===== config.mk =====
export PLATFORM = sky130hd
export DESIGN_NAME = det_sched
export DESIGN_NICKNAME = d
export VERILOG_FILES = /design/src/rtl/det_sched_pkg.sv /design/src/rtl/det_sched_det.sv /design/src/rtl/det_sched.sv
export SDC_FILE = /design/constraint.sdc
export NUM_CORES = 1
export LEC_CHECK = 0
export ABC_AREA = 1
export BUFFER_PORTS_ARGS = -buffer_cell sky130_fd_sc_hd__clkbuf_2
export CAP_MARGIN = 20
export CELL_PAD_IN_SITES_DETAIL_PLACEMENT = 0
export CELL_PAD_IN_SITES_GLOBAL_PLACEMENT = 1
export CORE_MARGIN = 3
export CORE_UTILIZATION = 34
export CTS_BUF_LIST = sky130_fd_sc_hd__clkbuf_4 sky130_fd_sc_hd__clkbuf_8
export CTS_CLUSTER_DIAMETER = 60
export CTS_CLUSTER_SIZE = 40
export DETAILED_ROUTE_END_ITERATION = 7
export PLACE_DENSITY_LB_ADDON = 0.15
export SLEW_MARGIN = 10
export SYNTH_ARGS = -nofsm -noshare
export SYNTH_HDL_FRONTEND = slang
export SYNTH_HIERARCHICAL = 1
export SYNTH_SLANG_ARGS = --single-unit

===== constraint.sdc =====
create_clock -name clk -period 2.25 [get_ports clk]
set_input_delay 0.45 -clock clk [delete_from_list [all_inputs] [get_ports clk]]
set_output_delay 0.45 -clock clk [all_outputs]
set_load 0.02 [all_outputs]

===== src/rtl/det_sched_pkg.sv =====
// Shared types, default sizes and the round-robin pick helper for the
// det_sched block.
package detsched_pkg;

   typedef enum logic [1:0] {
      IDLE,
      SHIFT,
      DRAIN,
      DONE
   } state_t;

   localparam int DEF_N_REQ  = 4;
   localparam int DEF_WORD_W = 8;
   localparam int DEF_CNT_W  = 4;

   // Index of the first set bit at or after ptr, wrapping at n_req (n_req <= 8).
   function automatic int rr_pick(input logic [7:0] req_vec, input int ptr, input int n_req);
      int   idx;
      logic found;
      rr_pick = 0;
      found   = 1'b0;
      for (int i = 0; i < 8; i++) begin
         idx = ptr + i;
         if (idx >= n_req) idx = idx - n_req;
         if (!found && (i < n_req) && req_vec[idx[2:0]]) begin
            rr_pick = idx;
            found   = 1'b1;
         end
      end
   endfunction

endpackage


===== src/rtl/det_sched_det.sv =====
// Moore overlapping 1101 sequence detector; o rises the cycle after the
// final 1 of a match has been sampled.
module seq_det_1101 (
   input  logic clk,
   input  logic rst,
   input  logic clr,
   input  logic i,
   output logic o
);

   // prog holds how much of 1101 has been seen: 0 none, 1 "1", 2 "11", 3 "110"
   logic [1:0] prog;
   logic [1:0] prog_nx;

   always_comb begin
      prog_nx = 2'd0;
      case (prog)
         2'd0: prog_nx = i ? 2'd1 : 2'd0;
         2'd1: prog_nx = i ? 2'd2 : 2'd0;
         2'd2: prog_nx = i ? 2'd2 : 2'd3;
         2'd3: prog_nx = i ? 2'd1 : 2'd0;
         default: prog_nx = 2'd0;
      endcase
   end

   always_ff @(posedge clk) begin
      if (rst || clr) begin
         prog <= 2'd0;
         o    <= 1'b0;
      end else begin
         prog <= prog_nx;
         o    <= (prog == 2'd3) && i;
      end
   end

endmodule


===== src/rtl/det_sched.sv =====
// Round-robin scheduler that serialises one requester's word at a time
// through a shared 1101 detector and returns the match count.
import detsched_pkg::*;

module det_sched #(
   parameter int N_REQ  = DEF_N_REQ,
   parameter int WORD_W = DEF_WORD_W,
   parameter int CNT_W  = DEF_CNT_W
) (
   input  logic                    clk,
   input  logic                    rst,
   input  logic [N_REQ-1:0]        req,
   input  logic [N_REQ*WORD_W-1:0] data,
   output logic [N_REQ-1:0]        gnt,
   output logic [N_REQ-1:0]        done,
   output logic [CNT_W-1:0]        match_cnt,
   output logic                    busy
);

   localparam int ID_W = $clog2(N_REQ);
   localparam int BC_W = $clog2(WORD_W);

   state_t            state;
   state_t            state_nx;
   logic [ID_W-1:0]   owner;
   logic [ID_W-1:0]   rr_ptr;
   logic [ID_W-1:0]   pick;
   logic [WORD_W-1:0] shreg;
   logic [WORD_W-1:0] pick_word;
   logic [BC_W-1:0]   bitcnt;
   logic [CNT_W-1:0]  acc;
   logic [CNT_W-1:0]  acc_inc;
   logic [7:0]        req_ext;
   logic              det_clr;
   logic              det_i;
   logic              det_o;

   seq_det_1101 u_det (
      .clk (clk),
      .rst (rst),
      .clr (det_clr),
      .i   (det_i),
      .o   (det_o)
   );

   always_comb begin
      req_ext              = '0;
      req_ext[N_REQ-1:0]   = req;
      pick                 = ID_W'(rr_pick(req_ext, int'(rr_ptr), N_REQ));
      pick_word            = '0;
      for (int k = 0; k < N_REQ; k++) begin
         if (pick == ID_W'(k)) pick_word = data[k*WORD_W +: WORD_W];
      end
      acc_inc = (det_o && (acc != '1)) ? acc + CNT_W'(1) : acc;
   end

   always_ff @(posedge clk) begin
      if (rst) state <= IDLE;
      else     state <= state_nx;
   end

   // Clearing the detector on the grant cycle keeps a previous word's tail
   // from producing a match in the first SHIFT cycle.
   always_comb begin
      state_nx = state;
      det_clr  = 1'b0;
      det_i    = 1'b0;
      gnt      = '0;
      done     = '0;
      busy     = 1'b1;
      case (state)
         IDLE: begin
            busy = 1'b0;
            if (req != '0) begin
               det_clr  = 1'b1;
               state_nx = SHIFT;
            end
         end
         SHIFT: begin
            det_i       = shreg[WORD_W-1];
            gnt[owner]  = 1'b1;
            if (bitcnt == BC_W'(WORD_W-1)) state_nx = DRAIN;
         end
         DRAIN: begin
            gnt[owner] = 1'b1;
            state_nx   = DONE;
         end
         DONE: begin
            gnt[owner]  = 1'b1;
            done[owner] = 1'b1;
            state_nx    = IDLE;
         end
         default: state_nx = IDLE;
      endcase
   end

   // match_cnt is loaded on the DRAIN edge so it is already valid while done is high.
   always_ff @(posedge clk) begin
      if (rst) begin
         owner     <= '0;
         rr_ptr    <= '0;
         shreg     <= '0;
         bitcnt    <= '0;
         acc       <= '0;
         match_cnt <= '0;
      end else begin
         case (state)
            IDLE: begin
               if (req != '0) begin
                  owner  <= pick;
                  shreg  <= pick_word;
                  acc    <= '0;
                  bitcnt <= '0;
               end
            end
            SHIFT: begin
               shreg  <= {shreg[WORD_W-2:0], 1'b0};
               acc    <= acc_inc;
               bitcnt <= bitcnt + BC_W'(1);
            end
            DRAIN: begin
               acc       <= acc_inc;
               match_cnt <= acc_inc;
            end
            DONE: begin
               rr_ptr <= (owner == ID_W'(N_REQ-1)) ? '0 : owner + ID_W'(1);
            end
            default: ;
         endcase
      end
   end

endmodule


==> summary.md <==
| Metric | Value |
|---|---|
| Slew HR | 0.6499 |
| Final worst setup slack | 0.2702 ns |
| Final clock skew | 0.003545 ns |
| Cell count after synthesis | 319 |
| Worst Tran Pin Value | 0.5216 ns |
| Clk root buf | clkbuf_8 |
| Synth area leaders | dfxtp_1, nand2_1, inv_1 |
| Max-cap violations | 0 |
| Synth unique cells | 31 |
| Final nets | 425 |
| Cell area after synthesis | 0.002087 sq mm |
| FF-to-FF Start | state[0] |
| Placed insts | 435 |
| Worst-Skew Late Latency | 0.27 ns |
| Pwr Total | 0.002815 W |
| Most common cell after layout, fill and taps aside | nand2_1 |
| Max-slew violation count | 0 |
| VDD IR max | 0.4609 mV |
| DIE AREA | 0.007114 sq mm |
| Drt initial violations | 95 |
| Setup total negative slack | 0 ns |
| Hold Crit Class | reg2reg |
| # IOs | 51 |
| GRT Resource Usage Total | 0.1346 |
| IO buf count | 50 |
| CTS Buffer Depth | 2 |
| Register area | 560.5 sq um |
| RSZ-0062 raised after global routing | false |
| Top FF cell, synth | dfxtp_1 |
| Pin count of the biggest net entering global routing | 22 |
| Async set-reset flop share out of synthesis | 0 |
| Number of global-route vias before repair | 1851 |
| Final period utilization | 0.8799 |
| DR DRC count | 0 |
| Final Hold Violating Endpoints | 0 |
| Hold Startpoint | shreg[0] |
| Fillers | 643 |
| Post-DRT Antenna Nets | 0 |
| Area of the multi-input gates | 0.001256 sq mm |
| Height of the die | 84.35 microns |
| Area grow syn2layout | 19.36% |
| CP max stage cell | dfxtp_1 |
| GRT overflow | 0 |
| Critical path type | reg2reg |
| Die W | 84.35 microns |
| WP data required | 2.40 ns |
| Setup crit start | state[0] |
| FMAX | 505.1 MHz |
| TritonCTS clock tree | done |
| Outcome | complete, no violations |
| Core Rows | 27 |
| H-tree Lvls | 1 |
| Core area | 0.005709 sq mm |
| Clk pin slew, worst setup/hold paths | 0.10 ns |
| Syn. warnings | 6 |
| Seq/Total Area, Yosys | 0.2686 |
| Worst-path fanout max | 8 |
| PwrDens | 1130 mW/mm^2 |
| Drt total wl | 4.793 mm |
| Syn nets | 372 |
| Largest stage delay, worst path | 0.35 ns |
| Vias per cell | 4.673 |
| Share of the synthesized area in the top cell type | 0.2686 |
| Inserted Clock Buffers | 3 |
| CTS sink cnt | 28 |
| Drt first pass iters | 4 |
| Diode count | 0 |
| RD Place Congestion | 0.7662 |
| EDFF count, synth | 0 |
| CP dominant cell by count | inv_1 |
| Initial antenna violation count | 0 |
| Most frequent cells in the layout | nand2_1, inv_1, clkbuf_2, dfxtp_1, a21oi_1 |
| Startpoint Class | flop |
| Hpwl dp | 3.858 mm |
| Crit path DAT | 2.13 ns |
| P_leak | 1.313 nW |
| Synth Register Bits | 28 |
| Min Tclk post-route | 1.980 ns |
| Final Cell Area | 0.002491 sq mm |
| Final setup fails | 0 |
| Syn_area_per_cell | 6.542 sq um |
| Share of cells above drive strength 1 | 0.2507 |
| Kind of end point of the critical path | flop |
| Final non-filler cell total | 443 |
| Initial Utilization | 0.3655 |
| Vias | 2070 |
| DR WL/cell | 10.82 microns |
| DP Worst Slack | 0.1443 ns |
| First-pass GRT wire length | 8.190 mm |
| Placed cell area | 0.002390 sq mm |
| Cell taking the most area after synthesis | dfxtp_1 |
| CP Cell Sequence | inv_1 -> ha_1 -> inv_1 -> nor2_1 -> inv_1 -> o21ai_1 -> inv_1 -> nand2_1 -> o21ai_0 -> inv_1 -> a21oi_1 |
stage by stage:
step	hold slack [ns]	util
after CTS	0.4798	0.4311
after floorplan	0.4448	-
final	0.4750	0.4363
after detailed placement	0.4642	0.4186
after global routing	0.5057	0.4363
after global placement	0.4717	0.4186
synth_stat cells, types with 4 or more instances:
cell type,number
ha_1,15
nor2_1,19
clkbuf_1,5
inv_1,51
a21oi_1,24
o22ai_1,5
o21ai_1,9
nand4_1,6
nand3_1,23
nand2_1,76
nand2_2,11
dfxtp_1,28
o21ai_0,13
nand2_4,4
inv_2,5
layout make-up:
cell class | instances | share of cell area
Sequential cell | 28 | 0.2250
Tap cell | 72 | 0.03616
Clock inverter | 1 | 0.01205
Timing Repair Buffer | 57 | 0.1215
Multi-Input combinational cell | 226 | 0.5043
Clock buffer | 3 | 0.01657
Inverter | 56 | 0.08438
worst max-delay path: cells and delay by family (launching register included):
family / cells / cell delay, ns
flip-flops: 1 / 0.35
buffers and inverters: 5 / 0.57
AND/OR/NAND/NOR: 2 / 0.27
AO/OA/AOI/OAI: 3 / 0.43
adder cells (fa/ha/maj): 1 / 0.24
per-layer routing:
layer | share of wire | wire length, microns | GRT usage
met1 | 0.49 | 2363 | 0.1846
met4 | 0.0025 | 12 | 0.01295
met2 | 0.46 | 2187 | 0.2217
met3 | 0.048 | 230 | 0.03435
met5 | 0 | 0 | 0
registers in the layout, summed over array words and instances, names as in the netlist:
signal	count
u_det/prog	2
bitcnt	3
rr_ptr	2
match_cnt	4
shreg	8
acc	4
owner	2
u_det/o	1
state	2
what timing repair did:
action                                 CTS  global route
endpoints found under the hold margin    0             0
buffers inserted                         0             4
setup endpoints to repair                0             3
resized for setup                        0             0
hold buffers                             0             0
final timing paths:
check	slack [ns]	to	cells after the start
max	0.27	shreg[7]	11
min	0.47	shreg[0]	2
min reg2reg	0.47	shreg[0]	2
max reg2reg	0.27	shreg[7]	11
where the power goes:
part / switching, W / internal, W / leakage [nW]
registers: 0.0000761 / 0.000646 / 0.229
clock network: 0.000159 / 0.000238 / 0.0357
logic: 0.00109 / 0.000608 / 1.05
total: 0.00132 / 0.00149 / 1.31
logic make-up (layout without fill, tap and decap cells):
logic type      after synthesis  in the layout  share of synthesized area
flops                        28             28                     0.2686
simple gates                151            151                     0.3495
compound gates               58             58                     0.1541
fa+ha+maj                    15             15                    0.08993
xor+xnor                      2              2                   0.008395
buf+inv                      65            117                     0.1295
(Power assumes the default switching activity.)
